File: src/rtl/spike_frame_pkg.sv
// Shared definitions for the spike frame collector and host-side event consumers.
package spike_frame_pkg;

    localparam int EVT_NN       = 8;
    localparam int EVT_TS_W     = 16;
    localparam int EVT_IDX_W    = EVT_NN + 1;
    localparam int EVT_IDX_LSB  = 0;
    localparam int EVT_FNUM_LSB = EVT_NN + 1;
    localparam int EVT_W        = EVT_IDX_W + EVT_TS_W;
    localparam int FRAME_CNT_W  = 32;
    localparam int OVF_CNT_W    = 16;

    typedef struct packed {
        logic [EVT_TS_W-1:0]  fnum;
        logic [EVT_IDX_W-1:0] idx;
    } spike_evt_t;

    function automatic logic [EVT_W-1:0] pack_evt(
        input logic [EVT_TS_W-1:0]  fnum,
        input logic [EVT_IDX_W-1:0] idx
    );
        return {fnum, idx};
    endfunction

    function automatic logic [EVT_IDX_W-1:0] evt_index(input logic [EVT_W-1:0] evt);
        return evt[EVT_IDX_LSB +: EVT_IDX_W];
    endfunction

    function automatic logic [EVT_TS_W-1:0] evt_frame(input logic [EVT_W-1:0] evt);
        return evt[EVT_FNUM_LSB +: EVT_TS_W];
    endfunction

endpackage

File: src/rtl/spike_frame_collector_fifo.sv
// First-word-fall-through event FIFO; extra pointer bit separates full from empty.
module spike_evt_fifo #(
    parameter int WIDTH = 25,
    parameter int AW    = 6
) (
    input  logic             clk,
    input  logic             reset,
    input  logic             push,
    input  logic [WIDTH-1:0] din,
    output logic             full,
    input  logic             pop,
    output logic [WIDTH-1:0] dout,
    output logic             valid
);

    localparam logic [AW:0] PTR_ONE = {{AW{1'b0}}, 1'b1};

    logic [WIDTH-1:0] mem [2**AW];
    logic [AW:0]      wr_ptr;
    logic [AW:0]      rd_ptr;

    assign valid = (wr_ptr != rd_ptr);
    assign full  = (wr_ptr[AW] != rd_ptr[AW]) && (wr_ptr[AW-1:0] == rd_ptr[AW-1:0]);
    assign dout  = mem[rd_ptr[AW-1:0]];

    // Storage write; the caller guarantees push is only raised when a slot is free or a pop frees one.
    always_ff @(posedge clk) begin
        if (push) begin
            mem[wr_ptr[AW-1:0]] <= din;
        end
    end

    // Pointer advance; pops on an empty FIFO are ignored.
    always_ff @(posedge clk) begin
        if (reset) begin
            wr_ptr <= '0;
            rd_ptr <= '0;
        end else begin
            if (push) begin
                wr_ptr <= wr_ptr + PTR_ONE;
            end
            if (pop && valid) begin
                rd_ptr <= rd_ptr + PTR_ONE;
            end
        end
    end

endmodule

File: src/rtl/spike_frame_collector.sv
// Rebuilds neuron indices from the frame-start pulse, counts spikes per frame
// and queues each spike as a {frame, index} event for host readout.
module spike_frame_collector
    import spike_frame_pkg::*;
#(
    parameter int NN      = EVT_NN,
    parameter int FIFO_AW = 6,
    parameter int TS_W    = EVT_TS_W
) (
    input  logic                 clk,
    input  logic                 reset,
    input  logic                 frame_start,
    input  logic                 spike_valid,
    input  logic                 spike_in,
    output logic                 evt_valid,
    input  logic                 evt_ready,
    output logic [NN+TS_W:0]     evt_data,
    output logic [31:0]          frame_count,
    output logic [TS_W-1:0]      frame_num,
    output logic [15:0]          overflow_cnt,
    output logic                 frame_err
);

    localparam int W = NN + 1 + TS_W;

    localparam logic [NN:0]            IDX_ONE  = {{NN{1'b0}}, 1'b1};
    localparam logic [NN+1:0]          SEEN_ONE = {{(NN+1){1'b0}}, 1'b1};
    localparam logic [NN+1:0]          SEEN_MAX = '1;
    localparam logic [NN+1:0]          SLOT_N   = {1'b1, {(NN+1){1'b0}}};
    localparam logic [FRAME_CNT_W-1:0] ACC_ONE  = {{(FRAME_CNT_W-1){1'b0}}, 1'b1};
    localparam logic [FRAME_CNT_W-1:0] ACC_MAX  = '1;
    localparam logic [TS_W-1:0]        FNUM_ONE = {{(TS_W-1){1'b0}}, 1'b1};
    localparam logic [OVF_CNT_W-1:0]   OVF_ONE  = {{(OVF_CNT_W-1){1'b0}}, 1'b1};
    localparam logic [OVF_CNT_W-1:0]   OVF_MAX  = '1;

    logic [NN:0]            slot_idx;
    logic [NN+1:0]          slot_seen;
    logic [FRAME_CNT_W-1:0] spk_acc;
    logic                   started;

    logic [NN:0]            beat_idx;
    logic [TS_W-1:0]        beat_fnum;
    logic                   spike_beat;
    logic                   evt_pop;
    logic                   fifo_full;
    logic                   fifo_push;
    logic                   evt_drop;

    // Index and frame number the current beat belongs to; a frame-start beat is slot 0 of the new frame.
    always_comb begin
        beat_idx   = slot_idx;
        beat_fnum  = frame_num;
        spike_beat = spike_valid & spike_in;
        if (frame_start) begin
            beat_idx = '0;
            if (started) begin
                beat_fnum = frame_num + FNUM_ONE;
            end
        end
    end

    assign evt_pop   = evt_valid & evt_ready;
    assign fifo_push = spike_beat & (~fifo_full | evt_pop);
    assign evt_drop  = spike_beat & fifo_full & ~evt_pop;

    // Slot tracking and per-frame spike accounting.
    always_ff @(posedge clk) begin
        if (reset) begin
            slot_idx    <= '0;
            slot_seen   <= '0;
            spk_acc     <= '0;
            started     <= 1'b0;
            frame_count <= '0;
            frame_num   <= '0;
            frame_err   <= 1'b0;
        end else if (frame_start) begin
            slot_idx    <= spike_valid ? IDX_ONE : '0;
            slot_seen   <= spike_valid ? SEEN_ONE : '0;
            spk_acc     <= spike_beat ? ACC_ONE : '0;
            started     <= 1'b1;
            frame_count <= spk_acc;
            frame_num   <= beat_fnum;
            if (started && (slot_seen != SLOT_N)) begin
                frame_err <= 1'b1;
            end
        end else if (spike_valid) begin
            slot_idx <= slot_idx + IDX_ONE;
            if (slot_seen != SEEN_MAX) begin
                slot_seen <= slot_seen + SEEN_ONE;
            end
            if (spike_in && (spk_acc != ACC_MAX)) begin
                spk_acc <= spk_acc + ACC_ONE;
            end
        end
    end

    // Count events lost to a full FIFO, holding at the top value.
    always_ff @(posedge clk) begin
        if (reset) begin
            overflow_cnt <= '0;
        end else if (evt_drop && (overflow_cnt != OVF_MAX)) begin
            overflow_cnt <= overflow_cnt + OVF_ONE;
        end
    end

    spike_evt_fifo #(
        .WIDTH (W),
        .AW    (FIFO_AW)
    ) u_fifo (
        .clk   (clk),
        .reset (reset),
        .push  (fifo_push),
        .din   ({beat_fnum, beat_idx}),
        .full  (fifo_full),
        .pop   (evt_pop),
        .dout  (evt_data),
        .valid (evt_valid)
    );

endmodule

File: config.mk
export PLATFORM = sky130hd
export DESIGN_NAME = spike_frame_collector
export DESIGN_NICKNAME = d
export VERILOG_FILES = /design/src/rtl/spike_frame_pkg.sv /design/src/rtl/spike_frame_collector_fifo.sv /design/src/rtl/spike_frame_collector.sv
export SDC_FILE = /design/constraint.sdc
export NUM_CORES = 2
export LEC_CHECK = 0
export CAP_MARGIN = 10
export CORE_UTILIZATION = 30
export DETAILED_ROUTE_END_ITERATION = 10
export HOLD_SLACK_MARGIN = 0.02
export SLEW_MARGIN = 25
export SYNTH_ARGS = -nofsm -noshare
export SYNTH_HDL_FRONTEND = slang
export SYNTH_SLANG_ARGS = --single-unit
File: constraint.sdc
create_clock -name clk -period 10.4 [get_ports clk]
set_input_delay 2.08 -clock clk [delete_from_list [all_inputs] [get_ports clk]]
set_output_delay 2.08 -clock clk [all_outputs]
set_load 0.02 [all_outputs]
==> impl_metrics.toml <==
[cts]
cts_tree = "done"
ctsRootBufferMaster = "clkbuf_16"
clockBufferDepth = 3
cts-htree-levels = 4
clock-sinks = 1737
clk_pin_slew_worst_paths_ns = 0.06
postCtsSetupBuffers = 0
post_cts_resize_count = 0
clock_latency_ns = 0.81
hold_buffers = 0
numCtsBuffers = 165

[hold_path]
hold_start = "frame_count[24]"
min_to = "frame_count[24]"
min_path_cells = 2
min_path_type = "reg2reg"

[synthesis]
dominantRegCellSynth = "edfxtp_1"
synth_xor_area_frac = 0.00624
synth_warnings = 0
synth_compound_area_frac = 0.0351
synth_top_cell_area_share = 0.713
syn_area_sq_mm = 0.0674
ys_async_sr_fraction = 0
synth_top_cells_by_count = "edfxtp_1 (1600), mux4_2 (356), nor2_1 (170), mux2i_1 (148), dfxtp_1 (137)"
syn_nets = 3461
synth_top_family_by_area = "multiplexers"
synth_edf_count = 1600
ys_seq_area_frac = 0.753
ys_top_cells_by_area = "edfxtp_1 (71%), mux4_2 (12%), dfxtp_1 (4.1%)"
yosysTopAreaCell = "edfxtp_1"
synth.area.mux_share = 0.152
avgSynthCellArea_sq_um = 19.6
synthSimpleGateAreaFrac = 0.0393
synth_seq_cells = 1737
synthCells = 3447
synthAdderAreaFrac = 0.00148
synth.most_common_cell = "edfxtp_1"
ys_types = 60

[drt]
vias_per_cell = 5.05
dr.pass1.iters = 5
drt_iter0_drc = 3317
wl_per_cell_um = 25.2
num_vias = 34000
drc_errors = 0
drtAntennaViolNets = 0
routed_wl_um = 170000

[critical_path]
required_ns = 8.32
worstReg2RegStart = "u_fifo.wr_ptr[4]"
r2r_cells = 6
arrival_ns = 5.13
worstSetupPathType = "reg2out"
cp-end-kind = "primary output"
reg2reg_to = "u_fifo.mem[40][22]"
cp_max_fo = 45
cp-start-kind = "register"
ff2ff_setup_slack_ns = 6.50

[sta]
slew_headroom = 0.299
finalClockSkew_ns = 0.0224
slew_violations = 0
hold_viol_final = 0
fmax_mhz = 139
tns_ns = 0
setup_viol = 0
period_needed_ns = 7.21
rsz0062_at_grt = "false"
fin_crit_sh = 0.694
tightest_slew_ns = 1.04

[outcome]
outcome = "completed"

[power_and_ir_drop]
power_density_mw_per_mm2 = 180
vdd_ir_drop_max_v = 0.000164
p_leak_nw = 21.2

[floorplanning]
dieArea_sq_mm = 0.227
chipWidth_um = 476
start_util = 0.303
core-area_sq_mm = 0.223
ioPinCount = 97
num_rows = 173
die_h_um = 476

[global_route]
grt_max_degree = 147
grt_pass1_wl_um = 246000
grt_pass1_vias = 34700
grt_usage = 0.149
grt-ovfl-total = 0
antenna_found_initial = 4

[placed_design]
place_inst = 6443
io_buffers = 96
place_congestion = 0.790
dpl.hpwl_um = 98300

[finish]
multi_input_area_sq_mm = 0.0163
fin_cells = 6743
num-fill-cells = 20600
area_delta_synth_final_pct = 15.8
drive_above_1_share = 0.235
num_antenna_cells = 0
nets = 3650
seq_area_sq_mm = 0.0508

[job]
maxCapViolations = 0
==> state kept, by name, indices dropped and copies added, names as in the netlist, named ones only <==
| name | count |
|---|---|
| frame_count | 32 |
| frame_err | 1 |
| frame_num | 16 |
| overflow_cnt | 16 |
| slot_idx | 9 |
| slot_seen | 10 |
| spk_acc | 32 |
| started | 1 |
| u_fifo.mem | 1600 |
| u_fifo.rd_ptr | 7 |
| u_fifo.wr_ptr | 7 |
==> power breakdown <==
group / total [mW] / internal, mW / switching [mW] / leakage, nW
Sequential: 7.56 / 7.54 / 0.0193 / 14.0
Combinational: 0.651 / 0.263 / 0.388 / 4.66
Clock: 5.85 / 3.22 / 2.63 / 2.53
==> routing by layer <==
layer,global-route usage,wire [um],vias up
met5,0,31,-
met4,0.0403,3610,4
met3,0.0256,9790,217
met2,0.255,85800,1073
met1,0.194,70400,18200
li1,-,-,14600
==> placed cells by master, fill, tap and decap left out, drive strengths merged, types with 5 or more instances in the layout <==
cell type	n
mux2	68
a221oi	27
xnor2	21
clkdlybuf4s50	94
nor3	14
o31ai	22
mux2i	148
nor2	170
inv	16
nand2b	5
dfxtp	137
clkinv	78
bufinv	11
or4	18
o2111ai	7
a311o	9
o22ai	41
ha	8
a211oi	15
or3	27
clkinvlp	6
o21ai	65
and3	13
nand2	107
clkbuf	197
a311oi	13
edfxtp	1600
nor4	7
a21oi	69
or2	8
and2	11
xor2	27
and4	11
nor2b	54
o211ai	17
mux4	356
nand3	52
nand4	23
buf	117
a22oi	43
==> worst max-delay path by stage <==
stage	endpoint	slack, ns	cells after the start
final	evt_data[22]	3.19	7
after detailed placement	evt_data[12]	3.57	7
after global routing	evt_data[20]	2.92	9
after CTS	evt_data[12]	2.70	7
after floorplan	u_fifo.mem[0][18]	5.23	4
after global placement	evt_data[12]	3.54	7
==> logic make-up (layout without fill, tap and decap cells) <==
group,after synthesis,in the layout
xor+xnor,48,48
buf+inv,198,519
compound gates,352,352
fa+ha+maj,8,8
simple gates,532,532
flops,1737,1737
mux,572,572
==> stage by stage <==
step / util / power (mW) / area, sq um / hold WS, ns / setup slack [ns]
after global placement: 0.327 / 8.37 / 72700 / 0.461 / 3.54
after global routing: 0.350 / 14.5 / 78100 / 0.525 / 2.92
after CTS: 0.350 / 14.2 / 78000 / 0.502 / 2.70
after detailed placement: 0.327 / 8.37 / 72800 / 0.483 / 3.57
after floorplan: - / 8.15 / 67400 / 0.464 / 5.23
final: 0.350 / 14.1 / 78100 / 0.497 / 3.19
==> critical path, cell delays in order (launching register included) <==
cell and delay, ns:
dfxtp_4 0.80, buf_4 0.58, buf_4 0.61, or3_1 0.40, o22ai_1 0.15, nor2_1 0.47
a32o_1 0.54, clkdlybuf4s50_1 0.69
==> final cells by class <==
cell class,count,share of cell area
multi-input cells,1512,0.209
flip-flops and latches,1737,0.651
repair buffers,211,0.0251
well taps,2975,0.0477
clock inverters,102,0.0119
inverters,9,0.000433
clock buffers,197,0.0547
(Power assumes the default switching activity.)
